$ cat src/rtl/bnn_seq_ctrl.sv
// bnn_seq_ctrl: sequencer in front of the 8-8-4 BNN datapath.
// Turns a byte-wide weight stream into the datapath's two-cycle nibble-load
// protocol (low nibble, then high nibble), rewinds the datapath write pointer
// with a one-cycle dp_rst pulse, and runs one inference at a time, waiting
// out the datapath pipeline before returning the 4-bit result.
//
// Handshakes (cfg_*, in_*, out_*): a transfer happens on a rising clk edge
// where valid and ready are both high. The producer holds valid and data
// stable until the transfer; ready may depend combinationally on valid of
// another channel, never on its own valid. out_valid/out_data stay stable
// until out_valid && out_ready.
module bnn_seq_ctrl #(
    parameter int NUM_NEURONS = 12,
    parameter int PIPE_LAT    = 2
) (
    input  logic       clk,
    input  logic       reset,
    input  logic       cfg_valid,
    output logic       cfg_ready,
    input  logic [7:0] cfg_data,
    input  logic       cfg_restart,
    input  logic       in_valid,
    output logic       in_ready,
    input  logic [7:0] in_data,
    output logic       out_valid,
    input  logic       out_ready,
    output logic [3:0] out_data,
    output logic [7:0] dp_x,
    output logic [3:0] dp_wnib,
    output logic       dp_load_en,
    output logic       dp_rst,
    input  logic [3:0] dp_y,
    output logic [3:0] loaded_cnt,
    output logic       cfg_done,
    output logic [2:0] dbg_state
);

    // Run counter wide enough to count 0..PIPE_LAT.
    localparam int CW = (PIPE_LAT < 1) ? 1 : $clog2(PIPE_LAT + 1);

    typedef enum logic [2:0] {
        ST_IDLE    = 3'd0,
        ST_LOAD_LO = 3'd1,
        ST_LOAD_HI = 3'd2,
        ST_REWIND  = 3'd3,
        ST_RUN     = 3'd4,
        ST_RESULT  = 3'd5
    } state_t;

    state_t          r_state;
    state_t          w_next;
    logic [7:0]      r_byte;
    logic [7:0]      r_dp_x;
    logic [CW-1:0]   r_run_cnt;
    logic [3:0]      r_loaded_cnt;
    logic            r_out_valid;
    logic [3:0]      r_out_data;
    logic            w_cfg_take;
    logic            w_in_take;
    logic            w_run_last;
    logic            w_cfg_done;

    assign w_cfg_done = (r_loaded_cnt == 4'(NUM_NEURONS));
    assign w_cfg_take = cfg_valid && cfg_ready;
    assign w_in_take  = in_valid && in_ready;
    assign w_run_last = (r_run_cnt == CW'(PIPE_LAT));

    // Handshake readiness: only IDLE accepts; restart beats cfg beats inference.
    always_comb begin
        cfg_ready = 1'b0;
        in_ready  = 1'b0;
        if (r_state == ST_IDLE) begin
            cfg_ready = !w_cfg_done && !cfg_restart;
            in_ready  = !cfg_restart && !(cfg_valid && !w_cfg_done);
        end
    end

    // Next-state logic.
    always_comb begin
        w_next = r_state;
        case (r_state)
            ST_IDLE: begin
                if (cfg_restart)     w_next = ST_REWIND;
                else if (w_cfg_take) w_next = ST_LOAD_LO;
                else if (w_in_take)  w_next = ST_RUN;
            end
            ST_LOAD_LO: w_next = ST_LOAD_HI;
            ST_LOAD_HI: w_next = ST_IDLE;
            ST_REWIND:  w_next = ST_IDLE;
            ST_RUN:     if (w_run_last) w_next = ST_RESULT;
            ST_RESULT:  if (out_ready) w_next = ST_IDLE;
            default:    w_next = ST_IDLE;
        endcase
    end

    // Datapath-facing strobes decoded from the current state.
    always_comb begin
        dp_load_en = 1'b0;
        dp_wnib    = 4'h0;
        dp_rst     = 1'b0;
        case (r_state)
            ST_LOAD_LO: begin
                dp_load_en = 1'b1;
                dp_wnib    = r_byte[3:0];
            end
            ST_LOAD_HI: begin
                dp_load_en = 1'b1;
                dp_wnib    = r_byte[7:4];
            end
            ST_REWIND: dp_rst = 1'b1;
            default: ;
        endcase
    end

    // State register.
    always_ff @(posedge clk or posedge reset) begin
        if (reset) r_state <= ST_IDLE;
        else       r_state <= w_next;
    end

    // Latch the accepted weight byte and the accepted input vector.
    always_ff @(posedge clk or posedge reset) begin
        if (reset) begin
            r_byte <= 8'h00;
            r_dp_x <= 8'h00;
        end else begin
            if (w_cfg_take) r_byte <= cfg_data;
            if (w_in_take)  r_dp_x <= in_data;
        end
    end

    // Count pipeline cycles while an inference is in flight.
    always_ff @(posedge clk or posedge reset) begin
        if (reset)                                  r_run_cnt <= '0;
        else if (w_in_take)                         r_run_cnt <= '0;
        else if (r_state == ST_RUN && !w_run_last)  r_run_cnt <= r_run_cnt + 1'b1;
    end

    // Neurons-written counter: cleared by rewind, saturating at NUM_NEURONS.
    always_ff @(posedge clk or posedge reset) begin
        if (reset)                     r_loaded_cnt <= 4'h0;
        else if (r_state == ST_REWIND) r_loaded_cnt <= 4'h0;
        else if (r_state == ST_LOAD_HI && !w_cfg_done)
                                       r_loaded_cnt <= r_loaded_cnt + 4'h1;
    end

    // Capture the datapath result at the end of RUN; hold it until popped.
    always_ff @(posedge clk or posedge reset) begin
        if (reset) begin
            r_out_valid <= 1'b0;
            r_out_data  <= 4'h0;
        end else if (r_state == ST_RUN && w_run_last) begin
            r_out_valid <= 1'b1;
            r_out_data  <= dp_y;
        end else if (r_state == ST_RESULT && out_ready) begin
            r_out_valid <= 1'b0;
        end
    end

    assign dp_x       = r_dp_x;
    assign out_valid  = r_out_valid;
    assign out_data   = r_out_data;
    assign loaded_cnt = r_loaded_cnt;
    assign cfg_done   = w_cfg_done;
    assign dbg_state  = r_state;

endmodule

$ cat config.mk
export PLATFORM = sky130hd
export DESIGN_NAME = bnn_seq_ctrl
export DESIGN_NICKNAME = d
export VERILOG_FILES = /design/src/rtl/bnn_seq_ctrl.sv
export SDC_FILE = /design/constraint.sdc
export NUM_CORES = 1
export LEC_CHECK = 0
export CORE_UTILIZATION = 35
export DETAILED_ROUTE_END_ITERATION = 10
export PLACE_DENSITY = 0.75
export REMOVE_ABC_BUFFERS = 1
export SYNTH_ARGS = -nofsm -noshare
export SYNTH_HDL_FRONTEND = slang
export SYNTH_SLANG_ARGS = --single-unit
$ cat constraint.sdc
create_clock -name clk -period 5.15 [get_ports clk]
set_clock_uncertainty 0.15 [all_clocks]
set_input_delay 1.545 -clock clk [delete_from_list [all_inputs] [get_ports clk]]
set_output_delay 1.545 -clock clk [all_outputs]
set_load 0.01 [all_outputs]
After elaboration in Yosys (flattened, before gate mapping)
Cells that the tools add are included.
- logic and storage cells: 55
- RAM bits: 0
- bits in latches: 0
- bits of input ports: 26
- memories: 0
- ROM bits: 0
- flip-flop bits (word level): 30
- output and inout port bits: 29
- reduce and logical (&&, ||, !) cells: 19
- order comparisons: 0
- mux-type cells: 17
- bitwise gates (word level): 0
- equal/unequal tests: 10
- add/sub/neg operators: 2
- multipliers: 0
- shift-type cells: 0
- divide/modulo/power cells: 0
- operators by type and width (cell ; count):
    $mux W3 ; 5
    $pmux W3 S4 ; 1
    $logic_and A1 B1 Y1 ; 9
    $mux W4 ; 2
    $pmux W4 S2 ; 1
    $eq A3 B2 Y1 const B ; 2
    $eq A3 B3 Y1 const B ; 2
    $mux W1 ; 6
    $reduce_bool A2 Y1 ; 3
    $add A4 B1 Y4 const B ; 1
    $eq A4 B4 Y1 const B ; 1
    $logic_not A1 Y1 ; 4
    $mux W2 ; 2
    $ne A2 B2 Y1 const B ; 2
    $ne A4 B4 Y1 const B ; 1
    $eq A3 B1 Y1 const B ; 1
    $logic_not A3 Y1 ; 1
    $reduce_and A3 Y1 ; 1
    $add A2 B1 Y2 const B ; 1
    $eq A2 B2 Y1 const B ; 1
    $reduce_or A2 Y1 ; 1

Depth between registers and ports, before layout
Gate-level depths: netlist (run 1).
- depth in word-level cells: 11
- mapped depth: 6

Worst setup path before layout (run 1)
No wires, ideal clock.
- path kind: input port to output port
- from: in cfg_restart
- to: out in_ready
- arrival time: 2157 ps
- path buffers: 0
- setup slack: 1298 ps
- required time: 3455 ps
- cell stages on the path: 2
- cell sequence: or4_4 -> a21oi_2
- cells in the longest elaborated chain, start to end: 3
- ends and longest elaborated chain (what ; RTL line ; source):
    from (decl) ; 21 ; input logic cfg_restart,
    $logic_not A1 Y1 ; 74 ; in_ready = !cfg_restart && !(cfg_valid && !w_cfg_done);
    $logic_and A1 B1 Y1 ; 74 ;
    $mux W1 ; 72 ; if (r_state == ST_IDLE) begin
    to (decl) ; 23 ; output logic in_ready,
Every way passes these cells.

Worst setup path in the final report (run 1)
Same ends and word-level chain as after synthesis.

==> results of run 1 <==
[worst paths after layout]
kind | slack, ns | cells past startpoint | from | endpoint
setup reg to reg | 3.02 | 6 | loaded_cnt[0] | dp_x[5]
setup / recovery | 0.33 | 4 | cfg_restart | in_ready
min in group asynchronous | 1.71 | 2 | reset | dp_x[7]
hold / removal | 0.36 | 1 | dp_x[6] | dp_x[6]
hold reg to reg | 0.36 | 1 | dp_x[6] | dp_x[6]
max in group asynchronous | 2.45 | 2 | reset | loaded_cnt[0]
[metrics by stage]
| stage | hold WS (ns) | total power, W |
|---|---|---|
| 5_1_grt | 0.375 | 0.00130 |
| 3_3_place_gp | 0.339 | 0.000974 |
| 4_1_cts | 0.359 | 0.00124 |
| 6_report | 0.356 | 0.00123 |
| 2_1_floorplan | 0.330 | 0.000713 |
| 3_5_place_dp | 0.343 | 0.00100 |
[worst register-to-register path, stage by stage, from the launching register on]
cell and delay (ns):
dfrtp_1 0.47, inv_1 0.10, ha_1 0.25, nand3_2 0.20, inv_1 0.13, o211ai_4 0.34, mux2_2 0.39
[power groups by stage]
stage / Combinational (W) / Sequential (W) / Clock [W]
6_report: 0.000537 / 0.000460 / 0.000229
5_1_grt: 0.000582 / 0.000475 / 0.000246
4_1_cts: 0.000544 / 0.000458 / 0.000237
3_5_place_dp: 0.000541 / 0.000462 / 0
3_3_place_gp: 0.000524 / 0.000450 / 0
2_1_floorplan: 0.000246 / 0.000467 / 0
[Yosys cell counts (2+ instances only)]
master | n | area, sq um
buf_2 | 2 | 10.0
nor3b_1 | 2 | 15.0
mux2_2 | 20 | 225
nor2_1 | 8 | 30.0
a2111oi_0 | 2 | 17.5
a22oi_1 | 4 | 30.0
nor2b_1 | 5 | 31.3
clkbuf_1 | 2 | 7.51
nor3_1 | 2 | 10.0
nand2_1 | 4 | 15.0
mux2i_1 | 2 | 20.0
a21oi_1 | 6 | 30.0
ha_1 | 3 | 37.5
dfrtp_1 | 30 | 751
o22ai_1 | 2 | 12.5
inv_1 | 7 | 26.3
nand2b_1 | 2 | 12.5
nand3_2 | 2 | 20.0
[flip-flops by register name, summed over array words and instances, names as in the netlist]
signal	count
loaded_cnt	4
r_run_cnt	2
r_byte	8
dp_x	8
out_data	4
dbg_state	3
out_valid	1
[routing by layer]
metal  up-vias  GRT usage  wire (um)
li1        554          -          -
met1       574      0.181       1380
met2        30      0.317       1880
met3         5     0.0445        152
met4         0     0.0718         51
met5         -          0          0
[area by class of cell]
class / instances / area share
flip-flops and latches: 30 / 0.347
multi-input cells: 79 / 0.308
repair buffers: 55 / 0.253
clock buffers: 5 / 0.0318
well taps: 50 / 0.0289
clock inverters: 3 / 0.0185
inverters: 7 / 0.0121
[kinds of logic (layout without fill, tap and decap cells)]
| family | count (synthesis) | count (layout) |
|---|---|---|
| XOR/XNOR | 1 | 1 |
| flip-flops | 30 | 30 |
| buffers and inverters | 12 | 70 |
| adder cells (fa/ha/maj) | 3 | 3 |
| multiplexers | 22 | 22 |
| AND/OR/NAND/NOR | 30 | 30 |
| AO/OA/AOI/OAI | 23 | 23 |
==> out/results.tsv, run 1 <==
metric	value	unit
io_buffers	54	
numCtsBuffers	5	
finalWirelength	3460	um
drc	0	
synth_edf_count	0	
synth_adder_area_share	0.0255	
layout-drive-gt1-share	0.207	
htree_num_levels	2	
antenna_cells	0	
fin_area	0.00216	sq mm
crit_required	3.46	ns
vias	1163	
path_class	input pin to primary output	
netSwitchingFraction	0.338	
ir_drop	0.208	mV
maxSlewHeadroom	0.237	
synth_simple_gate_area_frac	0.133	
yosys_warnings	0	
clockBufferDepth	2	
max_stage_delay	0.56	ns
areaGrowthSynthToFinish	46.9	%
synth-xor-area-share	0.00595	
powerDensity	567	mW/mm^2
tightest_slew	1.14	ns
hold_path.class	flip-flop to flip-flop	
design.core.area	0.00403	sq mm
synth_mux_area_frac	0.167	
dieHeight	66.9	um
min_period_over_period	0.935	
final_util	0.537	
grtUsageTotal	0.171	
hold_viol_final	0	
grt_pass1_vias	1203	
worstSkewPairLatency	0.28	ns
routed_via_density	5.08	
period_minus_slack	4.82	ns
netlist_instances	121	
layout.cells.non_filler	229	
grt_pass1_wl	5560	um
worstPathCellList	clkdlybuf4s50_1 -> or4_4 -> a21oi_2 -> clkdlybuf4s50_1	
crit_path_top_delay_cell	clkdlybuf4s50_1	
ys_seq_area_frac	0.510	
cap_violations	0	
status	completed	
syn-mean-instance-area	12.2	sq um
grt_max_degree	31	
synthArstFlopShare	1.00	
hold_buffers	0	
place_ws	0.328	ns
crit_path_end_kind	primary output	
rsz0062_at_grt	false	
io_pins	55	
yosys.cell_types.count	34	
regArea	751	sq um
dieArea	0.00447	sq mm
crit_arrival	3.12	ns
wl_per_cell	15.1	um
leakage	0.917	nW
grt_antenna_before_repair	0	
placed_cell_area	0.00205	sq mm
drt_iter0_drc	40	
finalSetupTns	0	ns
overflow	0	
setup-violations-final	0	
seq_power_share	0.375	
layout_setup_ws	0.334	ns
cp_num_buf_inv	2	
cts_setup_buffers	0	
dp_cells	221	
num-nets-final	207	
synth_area	0.00147	sq mm
synth-compound-area-share	0.121	
cts_resized	0	
mostFrequentLayoutCells	clkdlybuf4s50_1 (54), dfrtp_1 (30), mux2_2 (20), nor2_1 (8), inv_1 (7)	
power_frac_comb	0.438	
die_w	66.9	um
cts-root-buf	clkbuf_8	
clk_pin_slew	0.06	ns
switchingPower	0.000414	W
cpMostUsedCell	clkdlybuf4s50_1	
gp_congestion	0.756	
final_common_cell	clkdlybuf4s50_1	
ant_nets	0	
drv_slew	0	
tritoncts	done	
fill_cells	350	
power.internal	0.000812	W
multi_input_area	667	sq um
drt_pass1_iterations	4	
start_util	0.366	
startpoint_type	input pin	
rows	23	
ys_seq_elements	30	
synth_top_family_by_area	multiplexers	
dp_hpwl	2570	um
ys.flop_type	dfrtp_1	
clock_sinks	30	
crit_family	buffers and inverters	
fmax	208	MHz
critPathMaxFanout	3	
clkPwrFrac	0.187	
No activity file was read; power rests on OpenSTA's default activity.
==> run 2: changes to the inputs <==
Settings changed: SLEW_MARGIN from default to 25.
==> out/results.tsv, run 2 (synthesis results as in run 1) <==
metric	value	unit	change
status	completed		
rsz0062_at_grt	false		
hold_path.class	flip-flop to flip-flop		
ir_drop	0.208	mV	about the same
layout-drive-gt1-share	0.212		+0.00559
dieHeight	66.9	um	unchanged
io_pins	55		unchanged
overflow	0		unchanged
leakage	0.916	nW	-0.12%
r2r_start	loaded_cnt[0]		
mostFrequentLayoutCells	clkdlybuf4s50_1 (54), dfrtp_1 (30), mux2_2 (20), nor2_1 (8)		
final_common_cell	clkdlybuf4s50_1		
power.internal	0.000812	W	about the same
areaGrowthSynthToFinish	46.9	%	unchanged
dp_hpwl	2570	um	about the same
grt_max_degree	31		unchanged
drt_iter0_drc	41		+2.5%
critPathLaunch	cfg_restart		
crit_required	3.46	ns	about the same
cts_setup_buffers	0		unchanged
die_w	66.9	um	unchanged
num-nets-final	207		unchanged
critPathMaxFanout	3		unchanged
power_frac_comb	0.438		about the same
total_power	0.00123	W	about the same
drv_slew	0		unchanged
path_class	input pin to primary output		
setup-violations-final	0		unchanged
tritoncts	done		
cap_violations	0		unchanged
startpoint_type	input pin		
ff2ff_path_depth	6		unchanged
clkPwrFrac	0.187		about the same
grtUsageTotal	0.171		unchanged
cts_resized	0		unchanged
period_minus_slack	4.82	ns	+0.000102 ns
cts-root-buf	clkbuf_8		
rows	23		unchanged
finalSetupTns	0	ns	unchanged
gp_congestion	0.756		unchanged
ant_nets	0		unchanged
wl_per_cell	15.1	um	about the same
drc	0		unchanged
worstSkewPairLatency	0.28	ns	about the same
netSwitchingFraction	0.338		about the same
r2r_slack	3.02	ns	about the same
dieArea	0.00447	sq mm	unchanged
maxSlewHeadroom	0.580		+0.343
grt_pass1_wl	5560	um	unchanged
clockBufferDepth	2		unchanged
clk_pin_slew	0.06	ns	about the same
reg2reg_to	dp_x[5]		
crit_arrival	3.12	ns	about the same
numCtsBuffers	5		unchanged
grt_antenna_before_repair	0		unchanged
design.core.area	0.00403	sq mm	unchanged
endpoint	in_ready		
hold_path.startpoint	dp_x[6]		
routed_via_density	5.08		about the same
hold_buffers	0		unchanged
clock_sinks	30		unchanged
io_buffers	54		unchanged
min_period_over_period	0.935		about the same
place_ws	0.328	ns	unchanged
tightest_slew	0.629	ns	-0.515 ns
finalWirelength	3460	um	about the same
vias	1164		+0.086%
worst_hold_slack	0.356	ns	-0.0000590 ns
hold_viol_final	0		unchanged
htree_num_levels	2		unchanged
drt_pass1_iterations	4		unchanged
crit_path_end_kind	primary output		
seq_power_share	0.375		about the same
fill_cells	350		unchanged
switchingPower	0.000414	W	about the same
antenna_cells	0		unchanged
powerDensity	567	mW/mm^2	about the same
fmax	208	MHz	about the same
start_util	0.366		unchanged
grt_pass1_vias	1203		unchanged
layout_setup_ws	0.334	ns	-0.000102 ns
==> run 2: critical path, stage by stage <==
cell,delay (ns)
clkdlybuf4s50_1,0.43
or4_4,0.43
a21oi_2,0.16
clkdlybuf4s50_1,0.56
==> run 2: per-layer routing <==
layer  routed length (um)  global-route usage  vias up
li1                     -                   -      555
met1                 1380               0.181      574
met2                 1880               0.317       30
met3                  152              0.0445        5
met4                   51              0.0718        0
met5                    0                   0        -
==> run 2: metrics by stage <==
step	area, sq um	utilization	instances
after CTS	2160	0.537	229
after detailed placement	2050	0.510	221
final	2160	0.537	229
after global placement	2050	0.510	221
after floorplan	1440	-	116
after global routing	2160	0.537	229
==> run 2: cell type report <==
type | count | area (sq um) | share of cell area
sequential | 30 | 751 | 0.347
timing repair buffer | 55 | 548 | 0.253
multi-input combinational | 79 | 667 | 0.308
clock buffer | 5 | 68.8 | 0.0318
clock inverter | 3 | 40.0 | 0.0185
tap | 50 | 62.6 | 0.0289
inverter | 7 | 26.3 | 0.0121
==> run 2: worst min path at each step <==
stage | slack (ns) | cells after the start | end
floorplan | 0.33 | 1 | r_byte[0]
global placement | 0.34 | 1 | dp_x[4]
detailed placement | 0.34 | 1 | dp_x[6]
CTS | 0.36 | 1 | dp_x[6]
global route | 0.37 | 1 | r_byte[4]
finish | 0.36 | 1 | dp_x[6]
==> run 2: power by group through the flow <==
stage	Clock (W)	Combinational, W	Sequential (W)
floorplan	0	0.000246	0.000467
global placement	0	0.000524	0.000450
detailed placement	0	0.000541	0.000462
CTS	0.000237	0.000544	0.000458
global route	0.000246	0.000583	0.000475
finish	0.000229	0.000537	0.000460
==> run 3: changes to the inputs <==
Settings changed: CTS_CLUSTER_DIAMETER from default to 50.
==> results of run 3 <==
No change in the layout: final DEF, timing and power equal those of run 2.
